`config.mk`:
```
export PLATFORM = sky130hd
export DESIGN_NAME = mem_port_arbiter
export DESIGN_NICKNAME = d
export VERILOG_FILES = /design/src/rtl/mem_port_arbiter.sv
export SDC_FILE = /design/constraint.sdc
export NUM_CORES = 1
export LEC_CHECK = 0
export CORE_ASPECT_RATIO = 1.2
export CORE_UTILIZATION = 44
export CTS_CLUSTER_SIZE = 40
export DETAILED_ROUTE_END_ITERATION = 7
export PLACE_DENSITY = 0.86
export SYNTH_ARGS = -nofsm -noshare
export SYNTH_HDL_FRONTEND = slang
export SYNTH_SLANG_ARGS = --single-unit
export TNS_END_PERCENT = 5
```
`constraint.sdc`:
```
create_clock -name clk -period 12.2 [get_ports clk]
set_input_delay 1.22 -clock clk [delete_from_list [all_inputs] [get_ports clk]]
set_output_delay 1.22 -clock clk [all_outputs]
set_load 0.02 [all_outputs]
```
`src/rtl/mem_port_arbiter.sv`:
```
// Shares one single-ported synchronous memory between instruction fetch and load/store.
// Data has fixed priority; a starvation counter forces a fetch grant after MAX_STARVE data wins.
module mem_port_arbiter #(
    parameter int unsigned AW          = 30,
    parameter int unsigned DW          = 32,
    parameter int unsigned WAIT_STATES = 1,
    parameter int unsigned MAX_STARVE  = 4
) (
    input  logic              clk,
    input  logic              reset,
    input  logic              if_req,
    input  logic [AW-1:0]     if_addr,
    output logic [DW-1:0]     if_rdata,
    output logic              if_ack,
    input  logic              d_req,
    input  logic              d_we,
    input  logic [AW-1:0]     d_addr,
    input  logic [DW-1:0]     d_wdata,
    input  logic [DW/8-1:0]   d_be,
    output logic [DW-1:0]     d_rdata,
    output logic              d_ack,
    output logic              mem_en,
    output logic              mem_we,
    output logic [AW-1:0]     mem_addr,
    output logic [DW-1:0]     mem_wdata,
    output logic [DW/8-1:0]   mem_be,
    input  logic [DW-1:0]     mem_rdata
);

    localparam int unsigned   CW         = 4;
    localparam logic [CW-1:0] WAIT_LOAD  = CW'(WAIT_STATES);
    localparam logic [CW-1:0] STARVE_MAX = CW'(MAX_STARVE);

    typedef enum logic [1:0] {
        IDLE,
        ACCESS,
        RESP
    } state_t;

    state_t        state;
    logic [CW-1:0] wait_cnt;
    logic [CW-1:0] starve_cnt;
    logic          owner_d;
    logic          grant_d;
    logic          grant_if;

    // Arbitration decode, only acted upon in IDLE
    always_comb begin
        grant_d  = 1'b0;
        grant_if = 1'b0;
        if (d_req && !(if_req && (starve_cnt == STARVE_MAX))) begin
            grant_d = 1'b1;
        end else if (if_req) begin
            grant_if = 1'b1;
        end
    end

    always_ff @(posedge clk or posedge reset) begin
        if (reset) begin
            state      <= IDLE;
            wait_cnt   <= '0;
            starve_cnt <= '0;
            owner_d    <= 1'b0;
            if_rdata   <= '0;
            if_ack     <= 1'b0;
            d_rdata    <= '0;
            d_ack      <= 1'b0;
            mem_en     <= 1'b0;
            mem_we     <= 1'b0;
            mem_addr   <= '0;
            mem_wdata  <= '0;
            mem_be     <= '0;
        end else begin
            case (state)
                IDLE: begin
                    if (grant_d) begin
                        state     <= ACCESS;
                        owner_d   <= 1'b1;
                        mem_en    <= 1'b1;
                        mem_we    <= d_we;
                        mem_addr  <= d_addr;
                        mem_wdata <= d_wdata;
                        mem_be    <= d_be;
                        wait_cnt  <= WAIT_LOAD;
                        // Only data wins that hold off a pending fetch count toward starvation
                        if (!if_req) begin
                            starve_cnt <= '0;
                        end else if (starve_cnt != STARVE_MAX) begin
                            starve_cnt <= starve_cnt + CW'(1);
                        end
                    end else if (grant_if) begin
                        state      <= ACCESS;
                        owner_d    <= 1'b0;
                        mem_en     <= 1'b1;
                        mem_we     <= 1'b0;
                        mem_addr   <= if_addr;
                        mem_be     <= '1;
                        wait_cnt   <= WAIT_LOAD;
                        starve_cnt <= '0;
                    end else begin
                        starve_cnt <= '0;
                    end
                end
                ACCESS: begin
                    if (wait_cnt != '0) begin
                        wait_cnt <= wait_cnt - CW'(1);
                    end else begin
                        state  <= RESP;
                        mem_en <= 1'b0;
                        mem_we <= 1'b0;
                        if (owner_d) begin
                            d_ack <= 1'b1;
                            if (!mem_we) begin
                                d_rdata <= mem_rdata;
                            end
                        end else begin
                            if_ack   <= 1'b1;
                            if_rdata <= mem_rdata;
                        end
                    end
                end
                RESP: begin
                    if_ack <= 1'b0;
                    d_ack  <= 1'b0;
                    state  <= IDLE;
                end
                default: begin
                    state <= IDLE;
                end
            endcase
        end
    end

endmodule

```
==> flow_summary.toml <==
[pwr]
pwr-share-clk_pct = 20.3
p_leak_nw = 3.82
switchingPower_w = 0.000974
combPwrFrac_pct = 47.6
power_frac_seq_pct = 32.1
power_w = 0.00267
swShare_pct = 36.5
power.density_mw_per_mm2 = 282
p_int_w = 0.00169
peakVddDrop_mv = 0.161

[detailed_routing]
route.final.wire_length_um = 16600
drt_iter0_drc = 274
wl_per_cell_um = 18.4
dr.pass1.iters = 5
ant_nets = 0
drc_errors = 0
dr_total_vias = 4949
via_per_inst = 5.49

[global_route]
track_usage_pct = 23.1
grt_pass1_wl_um = 25100
grt_start_max_net_pins = 76
grt_overflow = 0
grt_pass1_vias = 5005
antenna_found_initial = 0

[cts]
cts_setup_buffers = 0
path_clk_slew_ns = 0.06
numCtsBuffers = 17
root_buffer = "clkbuf_16"
cts_tree = "built"
cts_htree_levels = 4
cts_sinks = 145
cts.path.max_buffers = 2
clock_latency_ns = 0.41
cts.hold.buffers_added = 0
cts_resized = 0

[die]
start_util_pct = 45.6
dieArea_mm2 = 0.0143
core_mm2 = 0.0134
fp.dieH_um = 131
dieWidth_um = 109
rows = 46
ios = 267

[worst_setup_path]
cp_data_required_time_ns = 12.49
crit_type = "primary input to flip-flop"
crit_path_top_delay_cell = "nor2_2"
cp_max_fo = 37
slowest_delay_ns = 0.93
endpoint_kind = "flip-flop"
cp.arrival_ns = 3.51
start_kind = "primary input"
crit_chain = "clkdlybuf4s50_1 -> buf_4 -> nor2_2 -> o22ai_1 -> mux2_2"
cp.buffers_inverters = 2
critPathTopFamily = "simple AND/OR/NAND/NOR gates"

[timing]
rsz0062_at_grt = "false"
fmax_mhz = 310
max_slew_margin_pct = 22.8
timing.hold.ws_ns = 0.489
fin_crit_sh_pct = 26.4
worst_pin_slew_ns = 1.16
fin_setup_tns_ns = 0
finalClockSkew_ns = 0.00935
hold_viol = 0
setup_viol = 0
report.final.slew_viol_count = 0
fin_crit_ns = 3.22

[synthesis]
yosys_warnings = 0
yosysSeqAreaShare_pct = 59.6
yosys.area_share.simple_pct = 9.32
synth_compound_area_share_pct = 8.11
syn_inst = 467
async_flop_share_pct = 100
synth_fp_nets = 604
netlist.area_leader.share_pct = 59.6
synthFlopType = "dfrtp_1"
syn_area_mm2 = 0.00609
synthDistinctLibCells = 34
synth_mux_area_share_pct = 18.4
syn_area_per_cell_um2 = 13.0
synth_top_family_by_area = "multiplexers"
synth_edf_count = 0
synth_top_cell_by_area = "dfrtp_1"
synthTopCellsByArea = "dfrtp_1 60%, mux2_2 16%, o211ai_1 3.7%"
synth-xor-area-share_pct = 0
synth_fa_ha_area_share_pct = 0.822
synth_seq_cells = 145

[min_path]
hp-class = "flip-flop to flip-flop"

[flow_run]
drv_cap = 0

[final_layout]
multi_input_area_mm2 = 0.00224
final_nets = 858
final_cell_mix = "266 x clkdlybuf4s50_1, 145 x dfrtp_1, 89 x mux2_2"
nFillCells = 896
drive_gt1_share_pct = 18.4
layout.area.seq_mm2 = 0.00363
final_cells = 902
synthToLayoutAreaGrowth_pct = 55.0
layout_commonest_cell = "clkdlybuf4s50_1"
antenna_cells = 0

[place]
portBuffers = 266
dp_hpwl_um = 11900
globalplace.congestion = 0.822
dp_cells = 870

[status]
status = "completed"
==> area by class of cell <==
| cell class | instances | area share, % |
|---|---|---|
| Multi-Input combinational cell | 277 | 23.8 |
| Tap cell | 168 | 2.23 |
| Sequential cell | 145 | 38.4 |
| Timing Repair Buffer | 272 | 28.7 |
| Clock buffer | 19 | 4.69 |
| Inverter | 8 | 0.371 |
| Clock inverter | 13 | 1.87 |
==> final timing paths <==
check,cells past startpoint,startpoint,to,slack [ns]
max in group asynchronous,3,reset,d_rdata[20]$_DFFE_PP0P_,9.53
min reg2reg,1,d_rdata[10]$_DFFE_PP0P_,d_rdata[10]$_DFFE_PP0P_,0.49
min,1,d_rdata[10]$_DFFE_PP0P_,d_rdata[10]$_DFFE_PP0P_,0.49
max,5,d_req,wait_cnt[1]$_DFFE_PP0P_,8.98
min in group asynchronous,2,reset,mem_wdata[14]$_DFFE_PP0P_,1.30
max reg2reg,4,state[0]$_DFFE_PP0P_,mem_wdata[7]$_DFFE_PP0P_,9.51
==> layer usage <==
metal  share of wire (%)  global-route usage (%)
met3                 9.2                    6.75
met5                   0                       0
met4                 2.0                    8.71
met2                  52                    41.4
met1                  36                    25.7
==> through the flow <==
stage	util [%]	setup slack (ns)	area (um2)
final	70.7	8.98	9450
after global routing	70.7	8.84	9450
after floorplan	-	7.09	6090
after CTS	70.7	9.00	9450
after global placement	66.1	8.64	8830
after detailed placement	66.1	8.57	8830
==> sequential cells by signal, indices dropped and copies added (netlist names) <==
name	count
d_rdata	32
mem_en	1
if_ack	1
d_ack	1
if_rdata	32
owner_d	1
mem_wdata	32
mem_be	4
starve_cnt	4
mem_we	1
state	2
mem_addr	30
wait_cnt	4
==> logic make-up (layout without fill, tap and decap cells) <==
logic type,after synthesis,count (layout)
muxes,100,100
and+or+nand+nor,95,95
adders and majority gates,4,4
buffers and inverters,45,312
AOI/OAI and AO/OA,78,78
DFF,145,145
==> power by group through the flow <==
stage	Sequential [W]	Clock (W)	Combinational, W
6_report	0.000857	0.000541	0.00127
5_1_grt	0.000883	0.000573	0.00135
4_1_cts	0.000856	0.000551	0.00128
3_5_place_dp	0.000860	0	0.00127
3_3_place_gp	0.000846	0	0.00124
2_1_floorplan	0.00111	0	0.000430
==> Yosys cell counts, drive strengths merged (6+ instances only) <==
library cell  number
buf               16
o21ai             37
clkbuf            21
o211ai            30
nand4             31
mux2              97
inv                8
nor2               6
nand3             33
nand2              7
dfrtp            145
No activity file was read; power rests on OpenSTA's default activity.
